## src/rtl/cmpact_writer.sv

```systemverilog
// Sparse-activation compressor: writes a nonzero-flag word, then the nonzero values in ascending index order.
// Optional build macro CMPACT_RELU_EN clamps negative activations to zero before flag generation.
module cmpact_writer #(
    parameter int NUM_DATA      = 32,
    parameter int DATA_WIDTH    = 8,
    parameter int ACT_ADDRWIDTH = 10,
    parameter int FLG_ADDRWIDTH = 6
) (
    input  logic                           clk,
    input  logic                           rst_n,
    input  logic                           CTRL_ClrAddr,
    input  logic                           POOL_ValAct,
    output logic                           CMPACT_RdyAct,
    input  logic [NUM_DATA*DATA_WIDTH-1:0] POOL_Act,
    input  logic                           GBFFLGACT_Rdy,
    output logic                           GBFFLGACT_EnWr,
    output logic [FLG_ADDRWIDTH-1:0]       GBFFLGACT_AddrWr,
    output logic [NUM_DATA-1:0]            GBFFLGACT_DatWr,
    input  logic                           GBFACT_Rdy,
    output logic                           GBFACT_EnWr,
    output logic [ACT_ADDRWIDTH-1:0]       GBFACT_AddrWr,
    output logic [DATA_WIDTH-1:0]          GBFACT_DatWr
);

    localparam int CNT_W = $clog2(NUM_DATA) + 1;

    typedef enum logic [1:0] {
        IDLE,
        WRFLG,
        WRACT
    } state_t;

    state_t                         state_q, state_d;
    logic [NUM_DATA*DATA_WIDTH-1:0] block_q, block_d;
    logic [NUM_DATA-1:0]            flag_q, flag_d;
    logic [NUM_DATA-1:0]            mask_q, mask_d;
    logic [CNT_W-1:0]               cnt_q, cnt_d;
    logic [FLG_ADDRWIDTH-1:0]       flgPtr_q, flgPtr_d;
    logic [ACT_ADDRWIDTH-1:0]       actPtr_q, actPtr_d;

    logic [NUM_DATA*DATA_WIDTH-1:0] inBlock;
    logic [NUM_DATA-1:0]            inFlag;
    logic [CNT_W-1:0]               inCnt;
    logic [DATA_WIDTH-1:0]          actVal;

    // Incoming block conditioning: optional clamp, per-element flag and popcount.
    always_comb begin
        inBlock = POOL_Act;
        inFlag  = '0;
        inCnt   = '0;
        for (int i = 0; i < NUM_DATA; i++) begin
`ifdef CMPACT_RELU_EN
            if (POOL_Act[i*DATA_WIDTH + DATA_WIDTH-1]) begin
                inBlock[i*DATA_WIDTH +: DATA_WIDTH] = '0;
            end
`endif
            inFlag[i] = |inBlock[i*DATA_WIDTH +: DATA_WIDTH];
            inCnt     = inCnt + CNT_W'(inFlag[i]);
        end
    end

    // Lowest set mask bit wins, so values leave in ascending index order.
    always_comb begin
        actVal = '0;
        for (int i = NUM_DATA-1; i >= 0; i--) begin
            if (mask_q[i]) begin
                actVal = block_q[i*DATA_WIDTH +: DATA_WIDTH];
            end
        end
    end

    always_comb begin
        state_d        = state_q;
        block_d        = block_q;
        flag_d         = flag_q;
        mask_d         = mask_q;
        cnt_d          = cnt_q;
        flgPtr_d       = flgPtr_q;
        actPtr_d       = actPtr_q;
        GBFFLGACT_EnWr = 1'b0;
        GBFACT_EnWr    = 1'b0;
        case (state_q)
            IDLE: begin
                if (CTRL_ClrAddr) begin
                    flgPtr_d = '0;
                    actPtr_d = '0;
                end
                if (POOL_ValAct) begin
                    block_d = inBlock;
                    flag_d  = inFlag;
                    mask_d  = inFlag;
                    cnt_d   = inCnt;
                    state_d = WRFLG;
                end
            end
            WRFLG: begin
                GBFFLGACT_EnWr = GBFFLGACT_Rdy;
                if (GBFFLGACT_Rdy) begin
                    flgPtr_d = flgPtr_q + FLG_ADDRWIDTH'(1);
                    state_d  = (flag_q == '0) ? IDLE : WRACT;
                end
            end
            WRACT: begin
                GBFACT_EnWr = GBFACT_Rdy;
                if (GBFACT_Rdy) begin
                    mask_d   = mask_q & (mask_q - NUM_DATA'(1));
                    actPtr_d = actPtr_q + ACT_ADDRWIDTH'(1);
                    cnt_d    = cnt_q - CNT_W'(1);
                    if (cnt_q == CNT_W'(1)) begin
                        state_d = IDLE;
                    end
                end
            end
            default: state_d = IDLE;
        endcase
    end

    always_ff @(posedge clk or negedge rst_n) begin
        if (!rst_n) begin
            state_q  <= IDLE;
            block_q  <= '0;
            flag_q   <= '0;
            mask_q   <= '0;
            cnt_q    <= '0;
            flgPtr_q <= '0;
            actPtr_q <= '0;
        end else begin
            state_q  <= state_d;
            block_q  <= block_d;
            flag_q   <= flag_d;
            mask_q   <= mask_d;
            cnt_q    <= cnt_d;
            flgPtr_q <= flgPtr_d;
            actPtr_q <= actPtr_d;
        end
    end

    assign CMPACT_RdyAct    = (state_q == IDLE);
    assign GBFFLGACT_AddrWr = flgPtr_q;
    assign GBFFLGACT_DatWr  = flag_q;
    assign GBFACT_AddrWr    = actPtr_q;
    assign GBFACT_DatWr     = actVal;

endmodule

```

## config.mk

```make
export PLATFORM = sky130hd
export DESIGN_NAME = cmpact_writer
export DESIGN_NICKNAME = d
export VERILOG_FILES = /design/src/rtl/cmpact_writer.sv
export SDC_FILE = /design/constraint.sdc
export NUM_CORES = 1
export LEC_CHECK = 0
export BUFFER_PORTS_ARGS = -buffer_cell sky130_fd_sc_hd__buf_2
export CAP_MARGIN = 20
export CORE_UTILIZATION = 56
export CTS_CLUSTER_SIZE = 25
export DETAILED_ROUTE_END_ITERATION = 10
export PLACE_DENSITY = 0.88
export SLEW_MARGIN = 20
export SYNTH_ARGS = -nofsm -noshare
export SYNTH_HDL_FRONTEND = slang
export SYNTH_SLANG_ARGS = --single-unit
export TNS_END_PERCENT = 5
```

## constraint.sdc

```tcl
create_clock -name clk -period 2.55 [get_ports clk]
set_input_delay 0.3825 -clock clk [delete_from_list [all_inputs] [get_ports clk]]
set_output_delay 0.3825 -clock clk [all_outputs]
set_load 0.005 [all_outputs]
```

Word level (Yosys, flattened, before mapping)
Index checks and enable logic that the tools add are counted.

storage, ports and cells
  bits in registers = 344
  bits in latches = 0
  memory bits (writable) = 0
  ROM bits = 0
  bits of input ports = 262
  output and inout bits = 59
  word-level logic and storage cells = 144
  memories kept = 0

cells by class
  add/sub/neg operators = 35
  $mul = 0
  div/mod/pow operators = 0
  $lt $le $gt $ge = 0
  equality and inequality tests = 8
  shift-type cells = 0
  muxes and demuxes = 52
  bitwise gates (word level) = 1
  reductions and logical operators = 41

operator list
  cell                                                                  number
  8-bit 2-to-1 mux                                                      32
  8-bit OR reduction                                                    32
  6-bit by 1-bit adder with 6-bit output                                26
  32-bit 2-to-1 mux                                                     2
  32-bit one-hot mux with 2 select lines                                1
  32-bit bitwise AND                                                    1
  32-bit zero test                                                      1
  32-bit by 1-bit subtractor with 32-bit output, second input constant  1
  6-bit 2-to-1 mux                                                      4
  6-bit one-hot mux with 2 select lines                                 2
  10-bit 2-to-1 mux                                                     2
  10-bit one-hot mux with 2 select lines                                1
  10-bit by 1-bit adder with 10-bit output, second input constant       1
  2-bit 2-to-1 mux                                                      5
  2-bit != test, second input constant                                  5
  3-bit AND reduction                                                   3
  5-bit by 1-bit adder with 6-bit output                                1
  6-bit by 1-bit adder with 6-bit output, second input constant         1
  6-bit by 1-bit == test with 1-bit output, second input constant       1
  2-bit one-hot mux with 3 select lines                                 1
  6-bit by 1-bit subtractor with 6-bit output, second input constant    1
  4-bit by 1-bit adder with 5-bit output                                1
  3-bit by 1-bit adder with 4-bit output                                1
  4-bit AND reduction                                                   1
  other kinds (8)                                                       10

Depth between registers and ports, before layout
Gate-level depths: netlist of run 1.

  word-level depth = 34
  depth in mapped cells = 17
  gate-level depth less buffers = 17

Worst setup path after synthesis of run 1
Ideal clock, no wire load.

  path kind = input -> register
  start point = in POOL_Act[77]
  end point = reg cnt_q[4]
  setup time = 135 ps
  arrival time = 5179 ps
  data required time = 2415 ps
  path slack = -2764 ps
  stages on the path = 17
  path buffers = 0
  cell sequence = or4_1 nor2_1 fa_1 inv_1 fa_1 fa_1 fa_1 fa_1 fa_1 ha_1 inv_1 fa_1 nor2b_1 o21a_1 or3_1 a31oi_1 o21ai_0

on the way
  longest elaborated chain between the ends = 26

ends and longest elaborated chain
  what                                                   RTL line  RTL
  start, declared                                        14        input logic [NUM_DATA*DATA_WIDTH-1:0] POOL_Act,
  8-bit OR reduction                                     57        inFlag[i] = |inBlock[i*DATA_WIDTH +: DATA_WIDTH];
  6-bit by 1-bit adder with 6-bit output (23 in series)  58        inCnt = inCnt + CNT_W'(inFlag[i]);
  6-bit 2-to-1 mux                                       88        if (POOL_ValAct) begin
  6-bit one-hot mux with 2 select lines                  82        case (state_q)
  end signal, assigned                                   132       cnt_q <= cnt_d;
  end, declared                                          37        logic [CNT_W-1:0] cnt_q, cnt_d;

No other way between the ends. The select of a mux whose other input is x is not followed.
A chain may end at the register's enable or synchronous reset.

Worst setup path in the final report of run 1
  start point = in POOL_Act[125]
  end point = reg cnt_q[4]

on the way
  longest elaborated chain between the ends = 20

ends and longest elaborated chain
  what                                                   RTL line
  8-bit OR reduction                                     57
  6-bit by 1-bit adder with 6-bit output (17 in series)  58
  6-bit 2-to-1 mux                                       88
  6-bit one-hot mux with 2 select lines                  82

No other way between the ends. The select of a mux whose other input is x is not followed.

==> key figures, run 1 <==
Place
  • Pre-CTS setup slack: -3.13 ns
  • HPWL after DPL: 45200 um
  • Placer Congestion: 0.982
  • Port bufs: 320
  • Dpl cells: 2968

STA
  • Final Hold Viols: 0
  • Worst Max-Slew Pin Slew: 0.669 ns
  • Hold Worst Slack: 0.0687 ns
  • RSZ-0062 raised after global routing: true
  • Fin Setup TNS: -17.34 ns
  • Final min period: roughly 5.1 ns
  • Slew HR: 0.549
  • Slew Viols, Final: 0
  • Fmax achieved: 196 MHz
  • Final setup vio count: 16
  • Setup ws final: -2.55 ns
  • Post-Route Skew: 0.0240 ns
  • Final Cycle Share: 2.00

Power
  • Flop pwr share: 0.384
  • Logic pwr share: 0.421
  • Final Power: between 0.02 and 0.03 W
  • Switching Fraction: 0.422
  • Peak VDD IR: 619 uV
  • Clock power share: 0.194
  • PwrDens: 1170 nW/um^2
  • P_int: 0.0157 W
  • Pleak: 11.8 nW
  • Sw power: 0.0114 W

Clocking
  • Clock root buffer: clkbuf_16
  • CTS max path bufs: 3
  • Clock Sinks: about 340
  • Setup repair bufs after CTS: 0
  • Clock-pin slew on the worst setup and hold paths: 0.07 ns
  • Later-pin clock latency in the skew report: 0.53 ns
  • CTS tree: yes
  • CTS H-tree depth: 2
  • CTS Buf Count: 35

Route
  • DRC: 0
  • Antenna-violating nets left: 0
  • Vias: around 18000
  • Drt wl/cell: 20.6 um
  • Number of vias per cell: 6.05
  • Detailed Routing Iterations Pass 1: 6
  • Routed WL: 62500 um
  • DRC violation total after the first TritonRoute iteration: 2299

Yosys
  • Ranking of synthesized cells by area: dfrtp_1, nand2_1, fa_1
  • Post-synth ARST share: 1.00
  • Syn nets: about 2300
  • Mean Syn Cell Area: 8.52 um^2
  • Synth unique cells: 56
  • Register area share after synthesis: 0.503
  • Yosys top cell by area: dfrtp_1
  • Cell area after synthesis: 17100 um^2
  • Yosys reg bits: 344
  • Syn. warnings: 0
  • Post-synth EDFFs: 0
  • Synth top area share: 0.503
  • Top FF cell, synth: dfrtp_1
  • Most frequent cells after synthesis: nand2_1, dfrtp_1, o21ai_0
  • Most frequent cell after synthesis: nand2_1
  • Post-Synthesis Cells: 2007

Die
  • IO Pins: 321
  • Core region area: about 30000 um^2
  • Chip Height: around 180 um
  • Die Footprint: 31300 um^2
  • Initial Utilization: 0.573
  • Standard-cell row count: 63
  • Die X: 177 um

Worst setup path
  • Worst EP required: 2.95 ns
  • Crit-path max FO: 2
  • Crit path from: POOL_Act[125]
  • Worst reg2reg startpoint: mask_q[2]
  • Worst Setup Start Kind: input pin
  • Critical-path cell list: buf_2 -> or4_1 -> nor2_4 -> fa_1 -> inv_1 -> fa_1 -> fa_1 -> fa_1 -> fa_1 -> fa_1 -> ha_4 -> inv_2 -> fa_2 -> nor2b_2 -> o21a_1 -> or3_1 -> a31oi_1 -> o21ai_1
  • Critical path buffers and inverters: 3
  • Delay-heaviest family, CP: adder cells
  • Most common cell on crit path: fa_1
  • Crit. End Element: flop
  • Worst Path Arrival: 5.50 ns
  • CP max stage cell: or4_1
  • Worst Path Class, Setup: in -> reg
  • Crit path largest cell delay: a little under 0.6 ns

Status
  • Status: finished with violations
  • Failing checks: negative setup slack

Global route
  • Vias in the first global route: 18100
  • First-pass GRT wire length: 95000 um
  • Tot GR Track Use: 0.397
  • Antenna violations before repair: 1
  • Grt total ovfl: 0
  • Largest net degree at the start of global routing: 79

Flow run
  • Max Cap Viol: 0

Min path
  • Tightest Hold Check Type: in -> reg
  • Hold Crit Start: POOL_Act[16]

Cells and area
  • Final std cells w/o fill: 3031
  • Nets@finish: 2913
  • Syn-to-layout area delta: 35.9%
  • Fraction of layout cells with a size suffix above 1: 0.316
-- routing by layer --
metal,vias to the layer above,wire [um],GRT usage
met5,-,56,0.0144
met4,2,4800,0.265
met3,348,6590,0.0924
met2,1305,29700,0.648
met1,8628,21400,0.468
li1,8041,-,-
-- through the flow --
stage	utilization	instance area [um^2]
floorplan	-	17100
global placement	0.727	21700
detailed placement	0.727	21700
CTS	0.774	23100
global route	0.778	23200
finish	0.778	23300
-- cell families after synthesis --
logic type,after synthesis,share of synthesized area
muxes,3,0.00183
buffers and inverters,155,0.0355
AOI/OAI and AO/OA,328,0.135
and+or+nand+nor,1132,0.284
DFF,344,0.503
adders and majority gates,35,0.0361
xor gates and xnor gates,10,0.00512
-- power groups by stage --
stage	sequential (W)	combinational [W]	clock [W]
5_1_grt	0.0106	0.0123	0.00547
6_report	0.0104	0.0114	0.00528
2_1_floorplan	0.00939	0.00651	0
4_1_cts	0.0103	0.0110	0.00524
3_3_place_gp	0.0101	0.0101	0
3_5_place_dp	0.0102	0.0106	0
-- worst paths after layout --
check | cells past startpoint | endpoint | slack [ns]
max in group asynchronous | 3 | block_q[235] | 1.26
hold reg to reg | 2 | block_q[139] | 0.48
min in group asynchronous | 2 | mask_q[28] | 0.43
hold / removal | 3 | block_q[16] | 0.07
setup reg to reg | 5 | mask_q[31] | -0.10
setup / recovery | 18 | cnt_q[4] | -2.55
-- registers in the layout, summed over array words and instances, names as in the netlist --
name              flops
state_q               2
cnt_q                 6
GBFFLGACT_DatWr      32
block_q             256
mask_q               32
GBFACT_AddrWr        10
GBFFLGACT_AddrWr      6
-- cells in the final DEF (no fill, tap or decap), types with 28 or more instances in the layout --
master,synthesis,final
nand2_1,852,851
nor2b_1,39,33
nor4_1,42,40
dfrtp_1,344,344
buf_4,0,359
buf_2,21,317
a21o_1,28,28
or4_1,48,29
a221o_1,41,41
o21ai_0,94,90
nor2_1,64,49
clkbuf_16,0,37
a21oi_1,41,37
a221oi_1,42,34
inv_1,33,29
-- layout make-up --
cell class                      count  area, um^2
Sequential cell                   344        8610
Multi-Input combinational cell   1508        8280
Fill cell                        1830        6620
Timing Repair Buffer              693        4580
Clock buffer                       51        1060
Tap cell                          390         488
Inverter                           34         131
Clock inverter                      9         100
Antenna cell                        2        5.00
-- repair_timing --
item	4_1_cts	5_1_grt
hold buffers	1	0
endpoints found under the hold margin	65	0
endpoints found under the setup margin	14	19
resized for setup	51	33
pin swaps	15	5
gates cloned	0	0
-- worst register-to-register path, cell delays in order (launching register included) --
cell	delay [ns]
dfrtp_1	0.54
nor3_1	0.49
nand4_1	0.30
a21oi_1	0.50
o21ai_0	0.34
a211o_1	0.37
No activity file was read; power rests on OpenSTA's default activity.
==> run 2: changes to the inputs <==
--- a/config.mk
+++ b/config.mk
@@ -7,10 +7,10 @@
 export LEC_CHECK = 0
 export BUFFER_PORTS_ARGS = -buffer_cell sky130_fd_sc_hd__buf_2
 export CAP_MARGIN = 20
-export CORE_UTILIZATION = 56
+export CORE_UTILIZATION = 51
 export CTS_CLUSTER_SIZE = 25
 export DETAILED_ROUTE_END_ITERATION = 10
-export PLACE_DENSITY = 0.88
+export PLACE_DENSITY = 0.85
 export SLEW_MARGIN = 20
 export SYNTH_ARGS = -nofsm -noshare
 export SYNTH_HDL_FRONTEND = slang
==> constraint.sdc (replaced) <==
create_clock -name clk -period 4.3 [get_ports clk]
set_input_delay 0.645 -clock clk [delete_from_list [all_inputs] [get_ports clk]]
set_output_delay 0.645 -clock clk [all_outputs]
set_load 0.005 [all_outputs]
==> run 2 against run 1 <==
Effect of this change: the run still ends with negative setup slack left; critical path type unchanged; clock power decreased by 42%; worst setup slack better by 1.5 ns; via count fell by 6.0%; design area fell by 5.6%; critical path depth stayed put; core utilization down 11 points; sequential share of layout area is 2.2 points higher; register-to-register slack better by 1.7 ns; clock skew about the same; clock-buffer cell count up 2.
==> key figures, run 2 (synthesis results as in run 1) <==
Status
  • Status: finished with violations
  • Failing checks: negative setup slack

Cells and area
  • Ant. Diodes: 0
  • Fin area: 21900 um^2
  • Fill count: 2504
  • Fraction of layout cells with a size suffix above 1: 0.263
  • Syn-to-layout area delta: 28.3%
  • Largest register FFs: 256
  • Commonest non-fill, non-tap cell in the layout: nand2_1
  • Reg with most FFs: block_q
  • Fin util: 0.669
  • Commonest cells after routing, fill and taps aside: nand2_1, dfrtp_1, buf_2
  • Nets@finish: around 2800
  • Multi-input logic area: 8020 um^2
  • Register area: 8610 um^2

STA
  • Slew Viols, Final: 0
  • Final Cycle Share: 1.24
  • Setup ws final: -1.05 ns
  • Post-Route Skew: between 0.02 and 0.025 ns
  • Final min period: between 5 and 6 ns
  • RSZ-0062 raised after global routing: true
  • Final Hold Viols: 0
  • Worst Max-Slew Pin Slew: 1.20 ns
  • Final setup vio count: 6
  • Fmax achieved: roughly 190 MHz
  • Slew HR: 0.191

Clocking
  • Clock Sinks: 344
  • CTS H-tree depth: 2
  • Hold buffer count at CTS: 0
  • CTS Buf Count: 37
  • CTS max path bufs: 3
  • Later-pin clock latency in the skew report: 0.53 ns
  • Clock root buffer: clkbuf_16
  • Clock-pin slew on the worst setup and hold paths: 0.06 ns
  • CTS tree: yes

Global route
  • Antenna violations before repair: 1
  • Largest net degree at the start of global routing: 203
  • First-pass GRT wire length: 88700 um
  • Tot GR Track Use: 0.339
  • Grt total ovfl: 0
  • Vias in the first global route: about 17000

Power
  • Peak VDD IR: 446 uV
  • P_int: approximately 0.0087 W
  • Flop pwr share: 0.422
  • Final Power: between 0.015 and 0.02 W
  • Sw power: 0.00633 W
  • Switching Fraction: 0.421
  • Logic pwr share: 0.373
  • Pleak: between 10 and 15 nW
  • PwrDens: 684 nW/um^2
  • Clock power share: 0.205

Place
  • Placer Congestion: 0.993
  • Pre-CTS setup slack: -1.63 ns
  • HPWL after DPL: around 43000 um
  • Port bufs: 320
  • Placed inst area: around 21000 um^2

Worst setup path
  • Most common cell on crit path: fa_1
  • Worst reg2reg startpoint: mask_q[12]
  • Crit-path max FO: 2
  • CP max stage cell: or4_1
  • Worst Reg-to-Reg Cells: 5
  • Worst Setup Start Kind: input pin
  • Crit path largest cell delay: ~0.57 ns
  • R2R Setup Slk: 1.56 ns
  • Critical-path cell list: buf_6 -> or4_1 -> nor2_4 -> fa_2 -> inv_1 -> fa_1 -> fa_1 -> fa_1 -> fa_1 -> fa_1 -> ha_2 -> inv_2 -> fa_2 -> nor2b_2 -> o21a_1 -> or3_1 -> a31oi_1 -> o21ai_1
  • Worst EP required: 4.71 ns
  • Worst Path Arrival: 5.76 ns
  • Reg-to-reg endpoint: mask_q[30]
  • Crit. End Element: flop
  • Worst Path Class, Setup: in -> reg

Die
  • Core region area: 32800 um^2
  • Standard-cell row count: 66
  • Die Footprint: 34300 um^2
  • IO Pins: around 320
  • Die X: 185 um
  • Chip Height: about 190 um
  • Initial Utilization: 0.522

Route
  • Drt wl/cell: 19.6 um
  • Routed WL: between 50000 and 60000 um
  • DRC violation total after the first TritonRoute iteration: 1731
  • Number of vias per cell: 5.84
  • Vias: 17200
  • Detailed Routing Iterations Pass 1: 6
  • Antenna-violating nets left: 0
  • DRC: 0

Min path
  • Tightest Hold Check Type: in -> async

Flow run
  • Max Cap Viol: 0
==> run 2: cell types whose count changed in the layout (fill, tap and decap cells not counted), sizes merged <==
cell         change
clkbuf           +2
diode            -2
bufinv           -1
dlygate4sd3      -1
buf            -131
clkinvlp         -2
inv              +3
==> run 2: worst max-delay path by stage <==
stage / end / start / slack, ns / cells after the start
after floorplan: cnt_q[4] / POOL_Act[89] / -1.15 / 17
after global placement: cnt_q[4] / POOL_Act[221] / -1.53 / 19
after detailed placement: cnt_q[4] / POOL_Act[189] / -1.63 / 18
after CTS: cnt_q[4] / POOL_Act[29] / -0.99 / 18
after global routing: cnt_q[4] / POOL_Act[24] / -1.20 / 18
final: cnt_q[4] / POOL_Act[25] / -1.05 / 18
==> run 2: what timing repair did <==
| action | in CTS | in global routing |
|---|---|---|
| setup endpoints to repair | 6 | 6 |
| endpoints found under the hold margin | 0 | 0 |
| setup buffers | 2 | 0 |
| gates resized for setup | 26 | 5 |
| pin swaps | 14 | 6 |
==> run 2: power groups by stage <==
stage               combinational [W]  clock (W)  sequential, W
global placement              0.00525          0        0.00621
CTS                           0.00552    0.00307        0.00626
detailed placement            0.00545          0        0.00629
floorplan                     0.00386          0        0.00557
global route                  0.00618    0.00321        0.00648
finish                        0.00561    0.00307        0.00634
==> run 2: cell type report <==
| cell class | instances | share of cell area |
|---|---|---|
| multi-input cells | 1508 | 0.365 |
| clock inverters | 9 | 0.00365 |
| inverters | 34 | 0.00581 |
| repair buffers | 561 | 0.160 |
| flip-flops and latches | 344 | 0.392 |
| clock buffers | 53 | 0.0481 |
| well taps | 442 | 0.0252 |
==> run 2: worst max-delay path: cells and delay by family <==
family | cells | cell delay [ns]
buffers and inverters | 3 | 0.24
and+or+nand+nor | 4 | 1.09
AOI/OAI and AO/OA | 3 | 0.45
adders and majority gates | 8 | 3.31
==> run 2: per-layer routing <==
layer | GRT usage | wire, um
met3 | 0.0755 | 5740
met2 | 0.544 | 26800
met4 | 0.180 | 3280
met5 | 0 | 8
met1 | 0.428 | 21900
==> run 2: per-stage QoR <==
step	hold slack, ns	TNS [ns]	std cells
after detailed placement	0.462	-7.96	2887
after CTS	0.125	-4.11	2951
after global routing	0.140	-5.17	2951
final	0.0763	-4.35	2951
after floorplan	0.349	-5.17	2007
after global placement	0.453	-7.52	2887
==> run 3: changes to the inputs <==
--- a/config.mk
+++ b/config.mk
@@ -5,11 +5,13 @@
 export SDC_FILE = /design/constraint.sdc
 export NUM_CORES = 1
 export LEC_CHECK = 0
+export ABC_AREA = 1
 export BUFFER_PORTS_ARGS = -buffer_cell sky130_fd_sc_hd__buf_2
 export CAP_MARGIN = 20
 export CORE_UTILIZATION = 51
 export CTS_CLUSTER_SIZE = 25
 export DETAILED_ROUTE_END_ITERATION = 10
+export GPL_TIMING_DRIVEN = 0
 export PLACE_DENSITY = 0.85
 export SLEW_MARGIN = 20
 export SYNTH_ARGS = -nofsm -noshare
==> run 3 against run 2 <==
Effect of this change: the flow still finishes with violations (negative setup slack); largest cell class unchanged; clock skew is 0.0034 ns lower; core utilization is 3.5 points lower; design area is 5.3% lower; highest routed layer is now met4; largest power group is now combinational logic.
==> key figures, run 3 <==
Worst setup path
  • Crit path from: POOL_Act[29]
  • Crit. End Element: flop
  • Reg-to-reg endpoint: block_q[180]
  • Worst Setup Start Kind: input pin
  • Worst reg2reg startpoint: state_q[1]
  • Critical-path cell list: buf_2 -> nor4_4 -> nand4_1 -> nor2_2 -> fa_1 -> inv_2 -> fa_1 -> fa_1 -> fa_1 -> fa_1 -> fa_1 -> ha_1 -> inv_2 -> fa_2 -> nor2_1 -> a211oi_1 -> nand3b_1 -> a32oi_1
  • Worst Path Class, Setup: in -> reg
  • Crit path largest cell delay: 0.52 ns
  • Total stage count of the critical path: 18
  • Worst Path Arrival: around 5.5 ns
  • Worst EP required: 4.74 ns
  • Delay-heaviest family, CP: adder cells
  • Worst Reg-to-Reg Cells: 8
  • Worst Setup EP: cnt_q[4]
  • Most common cell on crit path: fa_1
  • R2R Setup Slk: 1.17 ns
  • Crit-path max FO: 2
  • CP max stage cell: fa_1
  • Critical path buffers and inverters: 3

STA
  • Final Cycle Share: 1.18
  • Worst Max-Slew Pin Slew: just under 1 ns
  • Fin Setup TNS: -3.73 ns
  • Fmax achieved: around 200 MHz
  • Final Hold Viols: 0
  • Final min period: 5.09 ns
  • Setup ws final: -0.794 ns
  • Slew Viols, Final: 0
  • Final setup vio count: 6
  • RSZ-0062 raised after global routing: true
  • Post-Route Skew: 0.0202 ns
  • Slew HR: 0.355

Route
  • Drt wl/cell: 17.4 um
  • Antenna-violating nets left: 0
  • Number of vias per cell: 5.49
  • DRC violation total after the first TritonRoute iteration: about 1400
  • Detailed Routing Iterations Pass 1: 5
  • Routed WL: around 54000 um
  • DRC: 0
  • Vias: 16900

Cells and area
  • Nets@finish: 2900
  • Syn-to-layout area delta: 21.2%
  • Fraction of layout cells with a size suffix above 1: 0.169
  • Largest register FFs: 256
  • Register area: 8610 um^2
  • Multi-input logic area: 7640 um^2
  • Fill count: roughly 2800
  • Commonest cells after routing, fill and taps aside: nand2_1, dfrtp_1, buf_2
  • Commonest non-fill, non-tap cell in the layout: nand2_1
  • Reg with most FFs: block_q

Clocking
  • CTS max path bufs: 3
  • CTS Buf Count: 38
  • Hold buffer count at CTS: 0
  • Later-pin clock latency in the skew report: 0.53 ns
  • CTS tree: yes
  • Clock-pin slew on the worst setup and hold paths: 0.06 ns
  • CTS H-tree depth: 2
  • Clock root buffer: clkbuf_16
  • Clock Sinks: 344

Yosys
  • Most frequent cell after synthesis: nand2_1
  • Most frequent cells after synthesis: nand2_1, dfrtp_1, nor2_1
  • Simple-gate portion of the synthesized area: 0.310
  • Ranking of synthesized cells by area: dfrtp_1, nand2_1, nor2_1
  • Post-synth EDFFs: 0
  • Mean Syn Cell Area: ~7.7 um^2
  • Yosys top cell by area: dfrtp_1
  • Register area share after synthesis: 0.502
  • Main combinational cell family by area after synthesis: simple AND/OR/NAND/NOR gates
  • Post-Synth XOR/XNOR Area: 0.00102
  • Synth unique cells: 42
  • Top FF cell, synth: dfrtp_1
  • Yosys reg bits: 344
  • Synth top area share: 0.502
  • Adder-Cell Fraction of Synth Area: 0.0360
  • Post-synth ARST share: 1.00
  • Post-Synthesis Cells: between 2000 and 2500
  • Synth Area in Compound Gates: 0.0913
  • Post-synthesis mux area share: 0
  • Syn nets: 2534
  • Syn. warnings: 0
  • Cell area after synthesis: 17200 um^2

Status
  • Status: finished with violations
  • Failing checks: negative setup slack

Min path
  • Tightest Hold Check Type: in -> async

Die
  • IO Pins: 321
  • Standard-cell row count: 66
  • Core region area: between 30000 and 40000 um^2
  • Initial Utilization: 0.523
  • Die Footprint: 34400 um^2
  • Chip Height: approximately 190 um
  • Die X: between 150 and 200 um

Power
  • Clock power share: 0.221
  • Pleak: around 11 nW
  • Switching Fraction: 0.416
  • P_int: 0.00866 W
  • Peak VDD IR: 392 uV
  • PwrDens: 713 nW/um^2
  • Logic pwr share: 0.391
  • Sw power: 0.00617 W
  • Flop pwr share: 0.388

Place
  • HPWL after DPL: 40300 um
  • Placer Congestion: 0.927
  • Port bufs: 320
  • Pre-CTS setup slack: -1.37 ns

Global route
  • Tot GR Track Use: 0.314
  • Vias in the first global route: 16100
  • First-pass GRT wire length: 83500 um
  • Grt total ovfl: 0
  • Largest net degree at the start of global routing: 98
  • Antenna violations before repair: 1

Flow run
  • Max Cap Viol: 0
-- run 3: changes by cell type after synthesis, sizes merged, moves of 26 or more --
| cell | change |
|---|---|
| nor2b | -39 |
| nand2 | +139 |
| a221o | -41 |
| or4 | -49 |
| inv | +124 |
| o21ai | +26 |
| a21o | -28 |
| nor2 | +171 |
-- run 3: how the worst min path moves through the flow --
stage                  endpoint  slack (ns)  depth (start not counted)
6_report           block_q[143]        0.08                          1
5_1_grt            block_q[143]        0.12                          1
4_1_cts            block_q[143]        0.10                          1
3_5_place_dp       block_q[195]        0.47                          2
3_3_place_gp       block_q[181]        0.46                          2
2_1_floorplan  GBFACT_AddrWr[0]        0.35                          0
-- run 3: layout make-up --
cell class,count,share of cell area
diodes,1,0.000120
plain buffers,96,0.0191
clock buffers,60,0.0560
clock inverters,7,0.00427
inverters,166,0.0300
multi-input cells,1631,0.367
flip-flops and latches,344,0.414
well taps,442,0.0266
repair buffers,326,0.0826
-- run 3: metrics by stage --
stage | std cells | instance area (um^2) | power [W] | util | hold WS [ns]
floorplan | 2237 | 17200 | 0.00927 | - | 0.349
global placement | 2999 | 19300 | 0.0111 | 0.590 | 0.462
detailed placement | 3002 | 19400 | 0.0114 | 0.593 | 0.466
CTS | 3071 | 20800 | 0.0147 | 0.633 | 0.101
global route | 3072 | 20800 | 0.0158 | 0.634 | 0.123
finish | 3073 | 20800 | 0.0148 | 0.634 | 0.0823
-- run 3: kinds of logic (layout without fill, tap and decap cells) --
logic type | after synthesis | in the layout
DFF | 344 | 344
buffers and inverters | 262 | 655
other | 0 | 1
and+or+nand+nor | 1339 | 1339
xor gates and xnor gates | 2 | 2
adders and majority gates | 35 | 35
AOI/OAI and AO/OA | 255 | 255
-- run 3: power by group through the flow --
stage,Sequential [W],Clock (W),Combinational [W]
floorplan,0.00545,0,0.00381
global placement,0.00567,0,0.00545
detailed placement,0.00573,0,0.00567
CTS,0.00571,0.00330,0.00573
global route,0.00589,0.00344,0.00651
finish,0.00575,0.00328,0.00580
-- run 3: worst reg2reg max path, delay by kind of cell (launching register included) --
family | cells | cell delay (ns)
simple gates | 4 | 0.81
flops | 1 | 0.41
buf+inv | 4 | 1.83
-- run 3: timing repair --
item / 4_1_cts / 5_1_grt
resized for setup: 13 / 5
setup buffers: 2 / 1
endpoints found under the setup margin: 6 / 6
pin swaps: 10 / 4
-- run 3: metal layers --
metal / GRT usage / vias to the layer above / share of wire
met2: 0.512 / 788 / 0.47
met3: 0.0427 / 137 / 0.074
li1: - / 7882 / -
met5: 0 / - / 0
met1: 0.425 / 8049 / 0.42
met4: 0.125 / 0 / 0.036
